### src/rtl/muldiv_sequencer.sv
// Iterative MIPS multiply/divide unit: owns HI/LO and sequences MULT/MULTU/DIV/DIVU over WIDTH
// cycles plus one sign-fixup cycle, and asks the hazard logic to stall dependent instructions.
module muldiv_sequencer #(
    parameter int unsigned WIDTH = 32
) (
    input  logic             clk,
    input  logic             reset,
    input  logic             op_valid,
    input  logic [2:0]       op,
    input  logic [WIDTH-1:0] operand_a,
    input  logic [WIDTH-1:0] operand_b,
    input  logic             hilo_rd,
    output logic             busy,
    output logic             stall_req,
    output logic             done,
    output logic [WIDTH-1:0] hi,
    output logic [WIDTH-1:0] lo
);

    localparam int unsigned CntW = (WIDTH > 1) ? $clog2(WIDTH) : 1;

    typedef enum logic [1:0] {StIdle, StRun, StFix} state_e;

    state_e             state_q, state_d;
    logic [CntW-1:0]    count_q, count_d;
    logic [2*WIDTH-1:0] acc_q, acc_d;
    logic [WIDTH-1:0]   b_q, b_d;
    logic               is_div_q, is_div_d;
    logic               neg_quot_q, neg_quot_d;
    logic               neg_rem_q, neg_rem_d;
    logic [WIDTH-1:0]   hi_q, hi_d;
    logic [WIDTH-1:0]   lo_q, lo_d;
    logic               done_q, done_d;

    logic               is_signed;
    logic               a_neg, b_neg;
    logic [WIDTH-1:0]   a_mag, b_mag;
    logic [WIDTH:0]     mul_sum;
    logic [WIDTH:0]     div_top;
    logic [WIDTH:0]     div_diff;
    logic [2*WIDTH-1:0] prod_fix;
    logic [WIDTH-1:0]   quot_fix, rem_fix;

    assign is_signed = ~op[0];
    assign a_neg     = operand_a[WIDTH-1];
    assign b_neg     = operand_b[WIDTH-1];
    assign a_mag     = (is_signed && a_neg) ? -operand_a : operand_a;
    assign b_mag     = (is_signed && b_neg) ? -operand_b : operand_b;

    // Multiply: acc = {partial product, remaining multiplier bits}, shifted right each step.
    assign mul_sum  = {1'b0, acc_q[2*WIDTH-1:WIDTH]} + (acc_q[0] ? {1'b0, b_q} : '0);
    // Divide: acc = {partial remainder, remaining dividend / quotient bits}, shifted left.
    assign div_top  = acc_q[2*WIDTH-1:WIDTH-1];
    assign div_diff = div_top - {1'b0, b_q};

    assign prod_fix = neg_quot_q ? -acc_q : acc_q;
    assign quot_fix = neg_quot_q ? -acc_q[WIDTH-1:0] : acc_q[WIDTH-1:0];
    assign rem_fix  = neg_rem_q ? -acc_q[2*WIDTH-1:WIDTH] : acc_q[2*WIDTH-1:WIDTH];

    always_comb begin
        state_d    = state_q;
        count_d    = count_q;
        acc_d      = acc_q;
        b_d        = b_q;
        is_div_d   = is_div_q;
        neg_quot_d = neg_quot_q;
        neg_rem_d  = neg_rem_q;
        hi_d       = hi_q;
        lo_d       = lo_q;
        done_d     = 1'b0;

        unique case (state_q)
            StIdle: begin
                if (op_valid && !op[2]) begin
                    is_div_d = op[1];
                    count_d  = '0;
                    state_d  = StRun;
                    // Divide by zero: raw dividend falls out as the remainder, no fixup.
                    if (op[1] && (operand_b == '0)) begin
                        acc_d      = {{WIDTH{1'b0}}, operand_a};
                        b_d        = '0;
                        neg_quot_d = 1'b0;
                        neg_rem_d  = 1'b0;
                    end else begin
                        acc_d      = {{WIDTH{1'b0}}, a_mag};
                        b_d        = b_mag;
                        neg_quot_d = is_signed && (a_neg ^ b_neg);
                        neg_rem_d  = is_signed && op[1] && a_neg;
                    end
                end else if (op_valid && (op == 3'd4)) begin
                    hi_d = operand_a;
                end else if (op_valid && (op == 3'd5)) begin
                    lo_d = operand_a;
                end
            end
            StRun: begin
                if (is_div_q) begin
                    if (!div_diff[WIDTH]) begin
                        acc_d = {div_diff[WIDTH-1:0], acc_q[WIDTH-2:0], 1'b1};
                    end else begin
                        acc_d = {div_top[WIDTH-1:0], acc_q[WIDTH-2:0], 1'b0};
                    end
                end else begin
                    acc_d = {mul_sum, acc_q[WIDTH-1:1]};
                end
                count_d = count_q + 1'b1;
                if (count_q == CntW'(WIDTH - 1)) begin
                    state_d = StFix;
                end
            end
            StFix: begin
                if (is_div_q) begin
                    lo_d = quot_fix;
                    hi_d = rem_fix;
                end else begin
                    hi_d = prod_fix[2*WIDTH-1:WIDTH];
                    lo_d = prod_fix[WIDTH-1:0];
                end
                done_d  = 1'b1;
                state_d = StIdle;
            end
            default: state_d = StIdle;
        endcase
    end

    always_ff @(posedge clk) begin
        if (reset) begin
            state_q    <= StIdle;
            count_q    <= '0;
            acc_q      <= '0;
            b_q        <= '0;
            is_div_q   <= 1'b0;
            neg_quot_q <= 1'b0;
            neg_rem_q  <= 1'b0;
            hi_q       <= '0;
            lo_q       <= '0;
            done_q     <= 1'b0;
        end else begin
            state_q    <= state_d;
            count_q    <= count_d;
            acc_q      <= acc_d;
            b_q        <= b_d;
            is_div_q   <= is_div_d;
            neg_quot_q <= neg_quot_d;
            neg_rem_q  <= neg_rem_d;
            hi_q       <= hi_d;
            lo_q       <= lo_d;
            done_q     <= done_d;
        end
    end

    assign busy      = (state_q != StIdle);
    assign stall_req = busy && (hilo_rd || op_valid);
    assign done      = done_q;
    assign hi        = hi_q;
    assign lo        = lo_q;

endmodule
### config.mk
export PLATFORM = sky130hd
export DESIGN_NAME = muldiv_sequencer
export DESIGN_NICKNAME = d
export VERILOG_FILES = /design/src/rtl/muldiv_sequencer.sv
export SDC_FILE = /design/constraint.sdc
export NUM_CORES = 1
export LEC_CHECK = 0
export CAP_MARGIN = 10
export CORE_MARGIN = 2
export CORE_UTILIZATION = 35
export DETAILED_ROUTE_END_ITERATION = 8
export PLACE_DENSITY_LB_ADDON = 0.1
export SYNTH_ARGS = -nofsm -noshare
export SYNTH_HDL_FRONTEND = slang
export SYNTH_SLANG_ARGS = --single-unit
### constraint.sdc
create_clock -name clk -period 3.1 [get_ports clk]
set_input_delay 0.465 -clock clk [delete_from_list [all_inputs] [get_ports clk]]
set_output_delay 0.465 -clock clk [all_outputs]
set_load 0.03 [all_outputs]
## Word-level counts from Yosys, hierarchy flattened

Cells that the tools add are included.

- Output and inout port bits: 67
- Word-level logic and storage cells: 82
- Bits of input ports: 71
- Flip-flop bits (word level): 171

- Reduce and logical (&&, ||, !) cells: 22
- Mux-type cells: 29
- Bitwise logic cells: 2
- Equality and inequality tests: 11
- Add/subtract/negate cells: 8

Operators by type and width:

| cell | count |
|---|---|
| two-way mux 32 bit | 14 |
| two-way mux 64 bit | 4 |
| negation 32 bit | 4 |
| one-hot mux 32 bit (2 select lines) | 2 |
| one-hot mux 64 bit (2 select lines) | 1 |
| negation 64 bit | 1 |
| adder 32 x 32 -> 33 bit | 1 |
| subtractor 33 x 32 -> 33 bit | 1 |
| logical NOT 32 bit | 1 |
| != test 2 bit, second input constant | 6 |
| logical AND 1 bit | 10 |
| one-hot mux 5 bit (2 select lines) | 1 |
| equality test 3 bit, second input constant | 2 |
| AND reduction 2 bit | 3 |
| nonzero test 2 bit | 3 |
| adder 5 x 1 -> 5 bit, second input constant | 1 |
| equality test 5 bit, second input constant | 1 |
| two-way mux 5 bit | 1 |
| two-way mux 2 bit | 2 |
| one-hot mux 2 bit (2 select lines) | 1 |
| AND reduction 4 bit | 1 |
| two-way mux 1 bit | 3 |
| AND reduction 3 bit | 1 |
| equality test 2 x 1 -> 1 bit, second input constant | 1 |
| other kinds (6) | 6 |

## Depth between registers and ports, before layout

- Depth in word-level cells: 6
- Gate-level depth with buffers: 14
- Depth with buffers taken out: 13

## Worst setup path before layout

No wires, ideal clock.

- Path type: reg2reg
- From: reg acc_q[31]
- To: reg acc_q[60]
- Stages on the path, launching flop included: 15
- Path slack: -0.168 ns
- Arrival: 3.137 ns
- Clock period less this slack: 3.268 ns
- Cell sequence: dfxtp_1 > inv_1 > ha_1 > fa_1 > nand2b_1 > a21oi_1 > a21oi_1 > o221ai_1 > a221oi_1 > xnor2_1 > clkbuf_1 > clkbuf_1 > nor2_1 > a31oi_1 > o211ai_1

- Word-level cells in the longest chain between the ends: 4

Ends and longest elaborated chain:

| element | line | source |
|---|---|---|
| from (decl) | 26 | `logic [2*WIDTH-1:0] acc_q, acc_d;` |
| from (signal assigned) | 130 | `acc_q <= '0;` |
| from (signal assigned) | 141 | `acc_q <= acc_d;` |
| subtractor 33 x 32 -> 33 bit | 54 | `assign div_diff = div_top - {1'b0, b_q};` |
| two-way mux 64 bit | 98 | `if (!div_diff[WIDTH]) begin` |
| two-way mux 64 bit | 97 | `if (is_div_q) begin` |
| one-hot mux 64 bit (2 select lines) | 72 | `unique case (state_q)` |

No other way between the ends.
A chain may end at the register's enable or synchronous reset.

## Worst setup path in the final report

- From: reg acc_q[31]
- To: reg acc_q[42]

The elaborated chain is that of the path after synthesis.

==> impl_metrics.tcl <==
set metrics [dict create \
    hold_depth 2 \
    arrival_ns 3.40 \
    firstDrtPassIters 5 \
    cts_sinks 171 \
    instances_no_fill 2775 \
    leakagePower_nw 7.70 \
    hp-class "input port to flop" \
    period_share_pct 98.7 \
    status "finished, final reports clean" \
    met2_usage_pct 42.0 \
    hold_slack_ns 0.379 \
    vias 15500 \
    setup_viol 0 \
    synth_compound_area_share_pct 28.1 \
    overflow 0 \
    die_x_microns 203 \
    numCtsBuffers 17 \
    layout_commonest_cell "buf_4" \
    muxShareOfSynthArea_pct 3.79 \
    clk_pin_slew_worst_paths_ns 0.08 \
    grt_use_met3_pct 3.29 \
    grt_pass1_vias 15000 \
    cp_slowest_cell "a221oi_4" \
    drive_gt1_share_pct 22.2 \
    portBuffers 137 \
    crit-reg2reg-launch "acc_q[31]" \
    syn-cell-area_sq_mm 0.0138 \
    synthCells 1880 \
    syn_avg_cell_area_sq_um 7.34 \
    holdPathEnd "count_q[0]" \
    worst_pin_slew_ns 0.916 \
    synthSimpleGateAreaFrac_pct 20.6 \
    critPathMaxFanout 5 \
    holdCritStartpoint "reset" \
    crit_top_cell "buf_4" \
    fin_skew_ns 0.0139 \
    yosysSeqAreaShare_pct 24.8 \
    critPathCaptureType "flop" \
    drtIter0Drc 984 \
    cts-root-buf "clkbuf_16" \
    slew_viol_final 0 \
    drt-wirelength-per-cell_microns 19.0 \
    antenna_left 0 \
    finish.utilization_pct 49.7 \
    io_pins 138 \
    syn_nets 2023 \
    synth_top_family_by_area "compound AO/OA/AOI/OAI gates" \
    r2r_slack_ns 0.04 \
    start_util_pct 35.6 \
    vdd_drop_max_mv 0.315 \
    max_freq_mhz 327 \
    synth-edff-count 0 \
    antenna_found_initial 1 \
    htree_levels 4 \
    avgViaCountPerCell 5.57 \
    reg2reg_depth 14 \
    place_ws_ns -0.478 \
    yosys_register_bits 171 \
    crit_buf_inv 4 \
    top_usage_layer "met2" \
    dieArea_sq_mm 0.0410 \
    fin_crit_ns 3.06 \
    grt_max_degree 122 \
    maxCapViolCount 0 \
    crit_type "flop to flop" \
    synth_xor_area_share_pct 10.7 \
    yosys_warnings 0 \
    startpoint "acc_q[31]" \
    crit_required_ns 3.44 \
    critPathTopFamily "compound AO/OA/AOI/OAI gates" \
    drc 0 \
    ys_types 64 \
    grt_pass1_wl_microns 82300 \
    async_flop_share_pct 0 \
    layout_common_cells "buf_4 (322), nor2_1 (242), a21oi_1 (181)" \
    final_hold_viol_count 0 \
    n_antenna_cell 0 \
    die_y_microns 203 \
    fin_setup_tns_ns 0 \
    grt_use_total_pct 25.2 \
    clockBufferDepth 2 \
    hpwlAfterDp_microns 39100 \
    rsz0062_at_grt "true" \
    placed_cells 2732 \
    coreArea_sq_mm 0.0387 \
    globalplace.congestion 0.940 \
    worst-path-stages 14 \
    setup_ws_ns 0.0388 \
    use_met1_pct 33.4 \
    path_cells "inv_2 > ha_4 > fa_2 > nand2b_4 > a21oi_2 > buf_4 > a21oi_4 > o221ai_4 > a221oi_4 > xnor2_4 > bufbuf_16 > buf_4 > mux2i_2 > o21ai_0" \
    cts_tree "yes" \
    ys.flop_type "dfxtp_1" \
    max_slew_margin_pct 38.9 \
    clk_latency_ns 0.46 \
    fin_nets 2387 \
    synthAdderAreaFrac_pct 6.64 \
    rows 72 \
    p_per_area_mw_per_mm2 357 \
    r2r_end "acc_q[42]" \
    slowest_delay_ns 0.42 \
    syn2layout_area_growth_pct 39.7 \
    critical_path.startpoint_type "flop" \
    wirelength_microns 52800 \
]
[state kept, by name, indices dropped and copies added (netlist names)]
| signal | cells |
|---|---|
| hi | 32 |
| done | 1 |
| count_q | 5 |
| b_q | 32 |
| is_div_q | 1 |
| acc_q | 64 |
| lo | 32 |
| neg_rem_q | 1 |
| state_q | 2 |
| neg_quot_q | 1 |
[layer usage]
layer  part of all wire (%)  up-vias  wire, microns
met5                  0.027        -             14
met4                    2.8        2           1450
met3                    5.3       91           2810
met2                     46      456          24500
met1                     45     7349          24000
li1                       -     7560              -
[per-stage QoR]
| step | instance area [sq um] | power, W |
|---|---|---|
| 4_1_cts | 18700 | 0.00677 |
| 3_5_place_dp | 17900 | 0.00450 |
| 6_report | 19300 | 0.00688 |
| 5_1_grt | 19300 | 0.00718 |
| 3_3_place_gp | 17900 | 0.00448 |
| 2_1_floorplan | 13800 | 0.00359 |
[report_power, final]
group	internal (W)	leakage, nW	switching, W
Clock	0.00112	0.277	0.00107
Combinational	0.00105	6.03	0.00125
Sequential	0.00230	1.40	0.0000927
Total	0.00447	7.70	0.00241
[worst max-delay path by stage]
stage	slack (ns)	to
after floorplan	0.006	acc_q[32]
after global placement	-0.42	acc_q[19]
after detailed placement	-0.48	acc_q[26]
after CTS	0.002	acc_q[61]
after global routing	-0.05	hi[13]
final	0.04	acc_q[42]
[cell usage after synthesis, types with 6 or more instances]
cell type	instances	share of area (%)
nor2_1	247	6.7
a21oi_1	195	7.1
dfxtp_1	171	25
nand2_1	171	4.7
clkbuf_1	114	3.1
o21ai_0	111	4.0
xor2_1	86	5.5
xnor2_1	83	5.3
ha_1	70	6.4
a211oi_1	61	3.3
inv_1	60	1.6
mux2i_1	50	3.6
nand3_1	30	1.1
nor3_1	29	1.1
o31ai_1	27	1.5
a221oi_1	26	1.7
a21o_1	24	1.3
a311oi_1	22	1.4
o211ai_1	21	1.1
or3_1	19	0.86
a22oi_1	18	0.98
nand2b_1	18	0.82
nand4_1	18	0.82
nor4_1	18	0.82
o41ai_1	16	1.0
or4_1	16	0.87
nor2b_1	15	0.68
a2111oi_0	11	0.70
o21bai_1	11	0.60
or2_2	10	0.45
a31oi_1	9	0.41
and3_1	8	0.36
buf_1	8	0.22
o221ai_1	7	0.44
and2_1	6	0.27
o21a_1	6	0.33
o21ai_1	6	0.22
[kinds of logic (layout without fill, tap and decap cells)]
kind of cell,count (synthesis),count (layout)
and+or+nand+nor,623,623
AOI/OAI and AO/OA,603,603
buffers and inverters,190,567
DFF,171,171
xor gates and xnor gates,169,169
adders and majority gates,72,72
muxes,52,52
[final cells by class]
type / count / area (sq um)
sequential: 171 / 3430
clock buffer: 17 / 425
tap: 518 / 648
inverter: 60 / 228
fill: 3892 / 19500
multi-input combinational: 1519 / 10300
clock inverter: 15 / 138
timing repair buffer: 475 / 4120
[what timing repair did]
action                                  4_1_cts  5_1_grt
hold buffers                                  0        0
resized for setup                            33      114
pin swaps                                    11       44
hold endpoints to repair                      0        0
endpoints found under the setup margin       32       65
buffers inserted                              5        5
cloned                                        2        1
(Power assumes the default switching activity.)
